### config.mk
export PLATFORM = sky130hd
export DESIGN_NAME = mips_lsu
export DESIGN_NICKNAME = d
export VERILOG_FILES = /design/src/rtl/mips_mem_pkg.sv /design/src/rtl/mips_lsu_lane.sv /design/src/rtl/mips_lsu.sv
export SDC_FILE = /design/constraint.sdc
export NUM_CORES = 1
export LEC_CHECK = 0
export BUFFER_PORTS_ARGS = -buffer_cell sky130_fd_sc_hd__buf_2
export CORE_MARGIN = 3
export CORE_UTILIZATION = 53
export CTS_CLUSTER_DIAMETER = 50
export CTS_CLUSTER_SIZE = 16
export DETAILED_ROUTE_END_ITERATION = 8
export GPL_TIMING_DRIVEN = 0
export PLACE_DENSITY = 0.78
export SYNTH_ARGS = -nofsm -noshare
export SYNTH_HDL_FRONTEND = slang
export SYNTH_SLANG_ARGS = --single-unit
### constraint.sdc
create_clock -name CLK -period 4.29 [get_ports CLK]
set_input_delay 0.2145 -clock CLK [delete_from_list [all_inputs] [get_ports CLK]]
set_output_delay 0.2145 -clock CLK [all_outputs]
set_load 0.1 [all_outputs]
### src/rtl/mips_mem_pkg.sv
// Shared encodings for the MIPS data-memory load/store path: access sizes,
// LSU states, big-endian lane offsets and the alignment check helper.
package mips_mem_pkg;

  localparam logic [1:0] SZ_BYTE = 2'b00;
  localparam logic [1:0] SZ_HALF = 2'b01;
  localparam logic [1:0] SZ_WORD = 2'b10;

  typedef enum logic [1:0] {
    ST_IDLE = 2'd0,
    ST_RD   = 2'd1,
    ST_WR   = 2'd2,
    ST_RESP = 2'd3
  } lsu_state_t;

  // Big-endian: offset 0 is the most significant byte of the word.
  localparam logic [1:0] OFF_B0 = 2'd0;
  localparam logic [1:0] OFF_B1 = 2'd1;
  localparam logic [1:0] OFF_B2 = 2'd2;
  localparam logic [1:0] OFF_B3 = 2'd3;
  localparam logic       OFF_H0 = 1'b0;
  localparam logic       OFF_H1 = 1'b1;

  // Size 11 is an alias of word, so bit 1 alone marks a full-word access.
  function automatic logic is_word(input logic [1:0] size);
    return size[1];
  endfunction

  function automatic logic misaligned(input logic [1:0] size, input logic [1:0] off);
    logic m;
    if (is_word(size)) begin
      m = (off != 2'b00);
    end else if (size == SZ_HALF) begin
      m = off[0];
    end else begin
      m = 1'b0;
    end
    return m;
  endfunction

endpackage

### src/rtl/mips_lsu_lane.sv
// Combinational lane logic: extracts and extends the addressed byte/halfword
// for loads, and merges store data into the old word for sub-word stores.
module mips_lsu_lane
  import mips_mem_pkg::*;
(
  input  logic [1:0]  i_off,
  input  logic [1:0]  i_size,
  input  logic        i_signed,
  input  logic [31:0] i_old,
  input  logic [31:0] i_wdata,
  output logic [31:0] o_ld_data,
  output logic [31:0] o_st_word
);

  logic [7:0]  w_byte;
  logic [15:0] w_half;

  // Pick the addressed byte and halfword lanes out of the memory word.
  always_comb begin
    w_byte = 8'd0;
    w_half = 16'd0;
    case (i_off)
      OFF_B0:  w_byte = i_old[31:24];
      OFF_B1:  w_byte = i_old[23:16];
      OFF_B2:  w_byte = i_old[15:8];
      OFF_B3:  w_byte = i_old[7:0];
      default: w_byte = 8'd0;
    endcase
    if (i_off[1] == OFF_H1) begin
      w_half = i_old[15:0];
    end else begin
      w_half = i_old[31:16];
    end
  end

  // Extend the selected lane for loads; splice store data into the old word.
  always_comb begin
    o_ld_data = i_old;
    o_st_word = i_old;
    case (i_size)
      SZ_BYTE: begin
        if (i_signed) begin
          o_ld_data = {{24{w_byte[7]}}, w_byte};
        end else begin
          o_ld_data = {24'd0, w_byte};
        end
        case (i_off)
          OFF_B0:  o_st_word[31:24] = i_wdata[7:0];
          OFF_B1:  o_st_word[23:16] = i_wdata[7:0];
          OFF_B2:  o_st_word[15:8]  = i_wdata[7:0];
          OFF_B3:  o_st_word[7:0]   = i_wdata[7:0];
          default: o_st_word        = i_old;
        endcase
      end
      SZ_HALF: begin
        if (i_signed) begin
          o_ld_data = {{16{w_half[15]}}, w_half};
        end else begin
          o_ld_data = {16'd0, w_half};
        end
        if (i_off[1] == OFF_H0) begin
          o_st_word[31:16] = i_wdata[15:0];
        end else begin
          o_st_word[15:0] = i_wdata[15:0];
        end
      end
      default: begin
        o_ld_data = i_old;
        o_st_word = i_wdata;
      end
    endcase
  end

endmodule

### src/rtl/mips_lsu.sv
// MIPS load/store unit driving a word-wide data memory, with read-modify-write
// for sub-word stores. Optional misalignment trap: LSU_MISALIGN_TRAP_EN.
module mips_lsu
  import mips_mem_pkg::*;
#(
  parameter int ADDR_W = 8
) (
  input  logic              CLK,
  input  logic              RST,
  input  logic              req_valid,
  output logic              req_ready,
  input  logic              req_write,
  input  logic [1:0]        req_size,
  input  logic              req_signed,
  input  logic [ADDR_W+1:0] req_addr,
  input  logic [31:0]       req_wdata,
  output logic              resp_valid,
  output logic [31:0]       resp_rdata,
  output logic              resp_err,
  output logic [ADDR_W-1:0] mem_addr,
  output logic              mem_rd,
  output logic              mem_wr,
  output logic [31:0]       mem_wdata,
  input  logic [31:0]       mem_rdata
);

  lsu_state_t        r_state;
  lsu_state_t        w_next;
  logic              r_write;
  logic [1:0]        r_size;
  logic              r_signed;
  logic [1:0]        r_off;
  logic [31:0]       r_wdata;
  logic [ADDR_W-1:0] r_mem_addr;
  logic              r_mem_rd;
  logic              r_mem_wr;
  logic [31:0]       r_mem_wdata;
  logic              r_resp_valid;
  logic [31:0]       r_resp_rdata;
  logic              r_resp_err;
  logic              w_accept;
  logic              w_misal;
  logic [31:0]       w_ld_data;
  logic [31:0]       w_st_word;

`ifdef LSU_MISALIGN_TRAP_EN
  assign w_misal = misaligned(req_size, req_addr[1:0]);
`else
  assign w_misal = 1'b0;
`endif

  assign w_accept   = req_valid && (r_state == ST_IDLE);
  assign req_ready  = (r_state == ST_IDLE);
  assign resp_valid = r_resp_valid;
  assign resp_rdata = r_resp_rdata;
  assign resp_err   = r_resp_err;
  assign mem_addr   = r_mem_addr;
  assign mem_rd     = r_mem_rd;
  assign mem_wr     = r_mem_wr;
  assign mem_wdata  = r_mem_wdata;

  mips_lsu_lane u_lane (
    .i_off     (r_off),
    .i_size    (r_size),
    .i_signed  (r_signed),
    .i_old     (mem_rdata),
    .i_wdata   (r_wdata),
    .o_ld_data (w_ld_data),
    .o_st_word (w_st_word)
  );

  // Next-state decode; only full-word stores skip the read phase.
  always_comb begin
    w_next = r_state;
    case (r_state)
      ST_IDLE: begin
        if (req_valid) begin
          if (w_misal) begin
            w_next = ST_RESP;
          end else if (req_write && is_word(req_size)) begin
            w_next = ST_WR;
          end else begin
            w_next = ST_RD;
          end
        end else begin
          w_next = ST_IDLE;
        end
      end
      ST_RD: begin
        if (r_write) begin
          w_next = ST_WR;
        end else begin
          w_next = ST_RESP;
        end
      end
      ST_WR:   w_next = ST_RESP;
      ST_RESP: w_next = ST_IDLE;
      default: w_next = ST_IDLE;
    endcase
  end

  // State, strobes and response registers; strobes are decoded from next state
  // so they are registered yet aligned with the RD/WR cycles.
  always_ff @(posedge CLK or posedge RST) begin
    if (RST) begin
      r_state      <= ST_IDLE;
      r_write      <= 1'b0;
      r_size       <= SZ_BYTE;
      r_signed     <= 1'b0;
      r_off        <= 2'd0;
      r_wdata      <= 32'd0;
      r_mem_addr   <= {ADDR_W{1'b0}};
      r_mem_rd     <= 1'b0;
      r_mem_wr     <= 1'b0;
      r_mem_wdata  <= 32'd0;
      r_resp_valid <= 1'b0;
      r_resp_rdata <= 32'd0;
      r_resp_err   <= 1'b0;
    end else begin
      r_state      <= w_next;
      r_mem_rd     <= (w_next == ST_RD);
      r_mem_wr     <= (w_next == ST_WR);
      r_resp_valid <= (w_next == ST_RESP);
      if (w_accept) begin
        r_write      <= req_write;
        r_size       <= req_size;
        r_signed     <= req_signed;
        r_off        <= req_addr[1:0];
        r_wdata      <= req_wdata;
        r_mem_addr   <= req_addr[ADDR_W+1:2];
        r_resp_rdata <= 32'd0;
        r_resp_err   <= w_misal;
        if (req_write && is_word(req_size) && !w_misal) begin
          r_mem_wdata <= req_wdata;
        end else begin
          r_mem_wdata <= r_mem_wdata;
        end
      end else if (r_state == ST_RD) begin
        if (r_write) begin
          r_mem_wdata <= w_st_word;
        end else begin
          r_resp_rdata <= w_ld_data;
        end
      end else begin
        r_mem_wdata <= r_mem_wdata;
      end
    end
  end

endmodule

# Word level (Yosys, flattened, before mapping)
# Cells that the tools add are included.
# totals
memories	0
latch_bits	0
in_bits	81
rom_bits	0
ramBits	0
wordCells	56
out_inout_bits	77
reg_bits	115
# op_classes
bitwise	0
shift	0
n_mul	0
add_sub_neg	0
mux	23
n_reduce_logical	9
div	0
n_lt_le_gt_ge	0
n_eq_ne	12
# op_table
op	count
32-bit two-way mux	9
32-bit case mux with 2 select lines	2
16-bit two-way mux	3
8-bit two-way mux	4
8-bit case mux with 4 select lines	1
2-bit equality test (second input constant)	6
2-bit by 1-bit equality test with 1-bit output (second input constant)	4
2-bit case mux with 4 select lines	1
2-bit logical NOT	3
2-bit two-way mux	2
2-bit by 1-bit != test with 1-bit output (second input constant)	2
2-bit nonzero test	2
3-bit AND reduction	1
1-bit logical AND	2
2-bit AND reduction	1
1-bit two-way mux	1

# Depth between registers and ports, before layout
# Gate-level depths: netlist of the first run.
# logic_depth
ltp_word	7
mapped_depth	8
mapped_depth_nobuf	6

# By module
# Synthesis of the first run repeated with hierarchy kept, for this count alone.
# unflattened
hier_cells	635
hier_area_um2	6458.7
# modules_own_cells
mod	area_per_inst_um2	n_inst	cells_per_inst	seq_area_each_um2
mips_lsu	4719.5	1	398	2877.8
mips_lsu_lane	1739.2	1	237	0.0

# Worst setup path after synthesis of the first run
# No wires, ideal clock.
# synth_timing
kind	register to register
startpoint	register r_state[0]
endpoint	register r_resp_rdata[16] (netlist: resp_rdata[16])
n_path_buf	1
stages_incl_launch_ff	8
setup_time_ns	0.127
setup_slack_ns	1.758
arrival_time_ns	2.405
t_required_ns	4.163
path_cell_list	dfrtp_1 > inv_1 > ha_1 > nand2_1 > nand2_1 > nor2_1 > buf_2 > a221o_1
# synth_between
elab_chain_cells	4
elab_cells_between_ends	7
# synth_lines
item	line	text
from (decl)	mips_lsu.sv:27	lsu_state_t r_state;
from (signal assigned)	mips_lsu.sv:120	r_state <= w_next;
2-bit logical NOT *	--	
net req_ready	mips_lsu.sv:11	output logic req_ready,
1-bit logical AND *	mips_lsu.sv:52	assign w_accept = req_valid && (r_state == ST_IDLE);
2-bit by 1-bit != test with 1-bit output (no line) / 2-bit nonzero test (equally long branches)	--	
2-bit AND reduction (no line)	--	
to (signal assigned)	mips_lsu.sv:142	r_resp_rdata <= w_ld_data;
to (decl)	mips_lsu.sv:39	logic [31:0] r_resp_rdata;
# Mark *: on every way through the listed nets, which the timed path passes. The rest lies on a longest branch.
# A chain may end at the register's enable or synchronous reset.

# Final worst setup path of the first run
# layout_timing
startpoint	register r_state[0]
endpoint	register r_mem_wdata[27] (netlist: mem_wdata[27])
# layout_between
elab_chain_cells	4
elab_cells_between_ends	8
# layout_lines
item	line	text
2-bit logical NOT	mips_lsu.sv:52	
1-bit logical AND	mips_lsu.sv:52	
2-bit by 1-bit != test with 1-bit output (no line) / 2-bit nonzero test (equally long branches)	--	
3-bit AND reduction (no line)	--	
to (signal assigned)	mips_lsu.sv:134	r_mem_wdata <= req_wdata;
to (signal assigned)	mips_lsu.sv:136	r_mem_wdata <= r_mem_wdata;
to (signal assigned)	mips_lsu.sv:140	r_mem_wdata <= w_st_word;
to (decl)	mips_lsu.sv:37	logic [31:0] r_mem_wdata;
# Parallel ways exist; a longest one is shown, timed or not.

==> flow_metrics.env, run 1 <==
export IMPL_syn_nets=736
export IMPL_grt_pass1_wl_um=33400
export IMPL_drc=0
export IMPL_hpwl_um=14300
export IMPL_max_slew_margin_pct=53.4
export IMPL_ys_warn_count=0
export IMPL_ioPinCount=158
export IMPL_globalplace_congestion=0.928
export IMPL_numCtsBuffers=17
export IMPL_fin_ws_ps=1730
export IMPL_grt_pass1_vias=6195
export IMPL_overflow=0
export IMPL_num_rows=37
export IMPL_h_tree_depth=4
export IMPL_crit_arrival_ps=2980
export IMPL_drive_gt1_share_pct=25.1
export IMPL_first_pass_iters=5
export IMPL_root_buffer="clkbuf_8"
export IMPL_drv_cap=0
export IMPL_yosysSeqAreaShare_pct=49.6
export IMPL_post_cts_resized=0
export IMPL_run_status="finished, final reports clean"
export IMPL_die_area_sq_um=12200
export IMPL_ys_types=43
export IMPL_setup_viol=0
export IMPL_core_area_sq_um=10500
export IMPL_antenna_found_initial=1
export IMPL_syn_to_final_growth_pct=38.6
export IMPL_hp_class="in2reg"
export IMPL_synth_area_sq_um=5810
export IMPL_cts_path_max_buffers=2
export IMPL_fin_cells=1040
export IMPL_ys_seq_elements=115
export IMPL_viasPerCell=5.95
export IMPL_fin_worst_skew_ps=5.94
export IMPL_final_core_util_pct=76.6
export IMPL_die_x_um=111
export IMPL_period_minus_slack_ps=2560
export IMPL_synth_cells=652
export IMPL_drt_iter0_markers=651
export IMPL_max_freq_mhz=391
export IMPL_track_usage_pct=34.6
export IMPL_start_util_pct=55.2
export IMPL_crit_type="reg2reg"
export IMPL_worstSetupEndpointType="register"
export IMPL_post_place_ws_ps=1800
export IMPL_ctsHoldBuffers=62
export IMPL_drv_slew=0
export IMPL_clock_sinks=115
export IMPL_path_clk_slew_ps=60
export IMPL_place_inst=945
export IMPL_grt_max_degree=72
export IMPL_avgSynthCellArea_sq_um=8.90
export IMPL_fin_nets=974
export IMPL_clk_latency_ps=520
export IMPL_wl_um=20800
export IMPL_path_max_fanout=10
export IMPL_drtAntennaViolNets=0
export IMPL_die_h_um=111
export IMPL_worstMarginPinSlew_ps=685
export IMPL_final_hold_viol_count=0
export IMPL_cp_start_kind="register"
export IMPL_rsz0062_at_grt="false"
export IMPL_required_ps=4720
export IMPL_wire_per_inst_um=20.0
export IMPL_cts_setup_buffers=0
export IMPL_cts_tree="done"
export IMPL_finalSetupTns_ps=0
export IMPL_fin_crit_sh_pct=59.6
export IMPL_io_buffers=156
export IMPL_vias=6188
export IMPL_fill_cells=747
## layout make-up
type	instances	area [sq um]	share of cell area, %
inverters	14	55.1	0.684
flip-flops and latches	115	2880	35.8
clock inverters	13	208	2.58
plain buffers	49	223	2.77
repair buffers	219	1430	17.8
well taps	136	170	2.11
diodes	1	2.50	0.0311
clock buffers	19	432	5.36
multi-input cells	474	2650	33.0
## metal layers
metal  vias up  track usage [%]  part of all wire, %
li1       2767                -                    -
met1      2981             44.8                   40
met2       366             54.0                   47
met3        74             8.52                  8.6
met4         0             18.1                  4.5
met5         -                0                    0
## worst max-delay path: stages, from the launching register on
cell and delay, ps:
dfrtp_1 380, inv_1 90, ha_1 210, and2_1 130, buf_2 280, mux2i_2 660
buf_2 360, o21ai_0 130, a21oi_1 210
## worst paths after layout
kind                                    startpoint  cells past startpoint                    endpoint  slack (ps)
max                           r_state[0]$_DFF_PP0_                      8   mem_wdata[27]$_DFFE_PP0P_        1730
min                                  mem_rdata[16]                      2  resp_rdata[16]$_DFFE_PP0P_          20
max reg2reg                   r_state[0]$_DFF_PP0_                      8   mem_wdata[27]$_DFFE_PP0P_        1730
min reg2reg                mem_addr[4]$_DFFE_PP0P_                      2     mem_addr[4]$_DFFE_PP0P_         470
max in group asynchronous                      RST                      4      r_wdata[1]$_DFFE_PP0P_        3250
min in group asynchronous                      RST                      3  resp_rdata[13]$_DFFE_PP0P_         310
## cells in the mapped netlist (all sizes together)
cell	n	area (sq um)
a31oi	18	113
a221o	25	250
nor4	1	6.26
clkinv	1	3.75
dfrtp	115	2880
nand2	188	706
buf	24	128
mux2	10	113
clkbuf	25	95.1
ha	3	37.5
nor3	1	5.00
o21bai	1	11.3
nand3	4	20.0
o21a	9	67.6
and2b	1	7.51
o221ai	9	78.8
o22ai	7	43.8
a211oi	6	45.0
a221oi	8	70.1
a21o	2	15.0
inv	13	48.8
nor2	22	85.1
nor4b	1	23.8
nor2b	4	32.5
or3	24	150
and3	8	50.1
nand2b	10	62.6
a21oi	24	120
o21ai	63	315
conb	1	3.75
and2	2	12.5
nor3b	7	57.6
or2	2	12.5
mux2i	13	138
## logic make-up (layout without fill, tap and decap cells)
family / Yosys count / in the layout / share of synthesized area (%)
adders and majority gates: 3 / 3 / 0.647
DFF: 115 / 115 / 49.6
buffers and inverters: 63 / 314 / 4.74
other: 1 / 2 / 0.0646
AOI/OAI and AO/OA: 172 / 172 / 19.5
muxes: 23 / 23 / 4.31
and+or+nand+nor: 275 / 275 / 21.2
## metrics by stage
stage	area, sq um	hold slack [ps]
after CTS	8050	2.27
after global routing	8050	19.1
after global placement	6760	404
after detailed placement	6790	323
final	8050	19.2
after floorplan	5810	320
## layout by cell type (no fill, tap or decap), drive strengths merged, types with 3 or more instances in the layout
master / n
a21oi: 24
o21ai: 63
bufinv: 5
clkinvlp: 4
inv: 13
dlygate4sd3: 62
or3: 24
nor3b: 7
clkinv: 5
nand2: 188
o221ai: 9
a211oi: 6
mux2i: 13
and3: 8
dfrtp: 115
a31oi: 18
mux2: 10
buf: 181
nand3: 4
ha: 3
nor2: 22
o22ai: 7
o21a: 9
nor2b: 4
a221o: 25
a221oi: 8
nand2b: 10
clkbuf: 44
## registers in the layout (all words and copies together), names as in the netlist, 2 cells and up
| name | cells |
|---|---|
| mem_wdata | 32 |
| mem_addr | 8 |
| r_size | 2 |
| resp_rdata | 32 |
| r_off | 2 |
| r_state | 2 |
| r_wdata | 32 |
Power of run 1 is not shown: default switching activity piles up to over one toggle a cycle in this logic, so the estimate is an artifact.
==> run 2: changes to the inputs <==
--- a/config.mk
+++ b/config.mk
@@ -7,12 +7,12 @@
 export LEC_CHECK = 0
 export BUFFER_PORTS_ARGS = -buffer_cell sky130_fd_sc_hd__buf_2
 export CORE_MARGIN = 3
-export CORE_UTILIZATION = 53
+export CORE_UTILIZATION = 48
 export CTS_CLUSTER_DIAMETER = 50
 export CTS_CLUSTER_SIZE = 16
 export DETAILED_ROUTE_END_ITERATION = 8
 export GPL_TIMING_DRIVEN = 0
-export PLACE_DENSITY = 0.78
+export PLACE_DENSITY = 0.74
 export SYNTH_ARGS = -nofsm -noshare
 export SYNTH_HDL_FRONTEND = slang
 export SYNTH_SLANG_ARGS = --single-unit
==> constraint.sdc (replaced) <==
create_clock -name CLK -period 2.2 [get_ports CLK]
set_input_delay 0.11 -clock CLK [delete_from_list [all_inputs] [get_ports CLK]]
set_output_delay 0.11 -clock CLK [all_outputs]
set_load 0.1 [all_outputs]
==> run 2 against run 1 <==
Effect of this change:
- final cell count is 0.58% higher
- setup slack worse by 1700 ps
- clock skew is 3.3 ps higher
- die area is 9.8% higher
- hold slack worse by 15 ps
- first-iteration DRC count is 11% lower
- critical path depth is 1 lower
- sequential share of layout area is 0.17 points lower
- design area is 0.47% higher
- utilization is 7.0 points lower
- via count is 1.8% lower
- critical path type unchanged
- largest cell class unchanged
==> flow_metrics.env, run 2 (same netlist as run 1, synthesis figures left out) <==
export IMPL_clk_latency_ps=420
export IMPL_core_area_sq_um=11600
export IMPL_grt_pass1_wl_um=32600
export IMPL_vias=6077
export IMPL_start_util_pct=50.0
export IMPL_drt_iter0_markers=579
export IMPL_die_area_sq_um=13500
export IMPL_crit_arrival_ps=2390
export IMPL_cts_tree="done"
export IMPL_finalSetupTns_ps=0
export IMPL_worstMarginPinSlew_ps=695
export IMPL_min_path_cells=3
export IMPL_wl_um=21000
export IMPL_final_common_cell="nand2_1"
export IMPL_path_max_fanout=10
export IMPL_drc=0
export IMPL_final_cell_mix="188 x nand2_1, 171 x buf_2, 115 x dfrtp_1"
export IMPL_final_core_util_pct=69.6
export IMPL_path_clk_slew_ps=50
export IMPL_io_buffers=156
export IMPL_first_pass_iters=5
export IMPL_hp_class="in2reg"
export IMPL_wire_per_inst_um=20.1
export IMPL_grt_max_degree=44
export IMPL_setup_viol=0
export IMPL_max_slew_margin_pct=53.5
export IMPL_fin_cells=1046
export IMPL_worstHoldStart="mem_rdata[2]"
export IMPL_antenna_diode_count=0
export IMPL_post_place_ws_ps=-201
export IMPL_cts_path_max_buffers=2
export IMPL_r2r_slack_ps=70
export IMPL_period_minus_slack_ps=2130
export IMPL_drv_slew=0
export IMPL_cp_start_kind="register"
export IMPL_holdPathEnd="resp_rdata[2]$_DFFE_PP0P_"
export IMPL_reg2reg_to="mem_wdata[5]$_DFFE_PP0P_"
export IMPL_grt_pass1_vias=6181
export IMPL_r2r_start="r_state[1]$_DFF_PP0_"
export IMPL_viasPerCell=5.81
export IMPL_required_ps=2470
export IMPL_fin_crit_sh_pct=96.6
export IMPL_drive_gt1_share_pct=26.7
export IMPL_h_tree_depth=4
export IMPL_drtAntennaViolNets=0
export IMPL_numCtsBuffers=17
export IMPL_max_freq_mhz=470
export IMPL_place_inst=953
export IMPL_overflow=0
export IMPL_fin_ws_ps=73.8
export IMPL_die_h_um=116
export IMPL_ioPinCount=158
export IMPL_final_hold_viol_count=0
export IMPL_track_usage_pct=32.1
export IMPL_hpwl_um=15000
export IMPL_fin_nets=974
export IMPL_clock_sinks=115
export IMPL_root_buffer="clkbuf_16"
export IMPL_syn_to_final_growth_pct=39.3
export IMPL_run_status="finished, final reports clean"
export IMPL_globalplace_congestion=0.933
export IMPL_worstSetupEndpointType="register"
export IMPL_antenna_found_initial=0
export IMPL_num_rows=39
export IMPL_rr_worst_depth=7
export IMPL_die_x_um=116
export IMPL_crit_type="reg2reg"
export IMPL_drv_cap=0
export IMPL_rsz0062_at_grt="true"
export IMPL_fin_worst_skew_ps=9.22
## run 2: layout make-up
cell class                 instances  area [sq um]
multi-input combinational        474          2680
inverter                          14          56.3
clock inverter                     9           125
sequential                       115          2880
tap                              143           179
fill                             901          3530
buffer                            48           233
clock buffer                      23           498
timing repair buffer             220          1440
## run 2: worst max-delay path, stage by stage, from the launching register on
cell and delay [ps]:
dfrtp_1 350, inv_1 90, ha_4 180, and2_1 130, clkbuf_4 220, clkbuf_1 280, a211oi_1 520, o21ai_0 210
## run 2: worst max path at each step
stage	startpoint	end	slack [ps]	cells past startpoint
after floorplan	r_state[0]$_DFF_PP0_	mem_wdata[24]$_DFFE_PP0P_	180	8
after global placement	r_state[0]$_DFF_PP0_	r_off[0]$_DFFE_PP0P_	-100	8
after detailed placement	r_state[0]$_DFF_PP0_	mem_wdata[6]$_DFFE_PP0P_	-200	8
after CTS	r_state[1]$_DFF_PP0_	mem_wdata[6]$_DFFE_PP0P_	10	7
after global routing	r_off[0]$_DFFE_PP0P_	mem_wdata[5]$_DFFE_PP0P_	-20	5
final	r_state[1]$_DFF_PP0_	mem_wdata[5]$_DFFE_PP0P_	70	7
## run 2: layer usage
metal,share of wire [%],up-vias,track usage (%)
met5,0,-,0
met2,47,307,52.0
met4,3.5,0,15.2
met1,42,2942,41.6
met3,7.1,58,6.27
li1,-,2770,-
## run 2: stage by stage
step | area (sq um) | hold slack [ps]
final | 8090 | 4.58
after global routing | 8090 | 21.0
after detailed placement | 6820 | 244
after floorplan | 5820 | 215
after global placement | 6780 | 301
after CTS | 8070 | 0.00480
## run 2: what timing repair did
| action | 4_1_cts | 5_1_grt |
|---|---|---|
| endpoints found under the setup margin | 61 | 50 |
| resized for setup | 7 | 10 |
| pin swaps | 0 | 1 |
| setup buffers | 1 | 1 |
| hold buffers | 60 | 0 |
| endpoints found under the hold margin | 96 | 0 |
Power of run 2 is left out for the same reason.
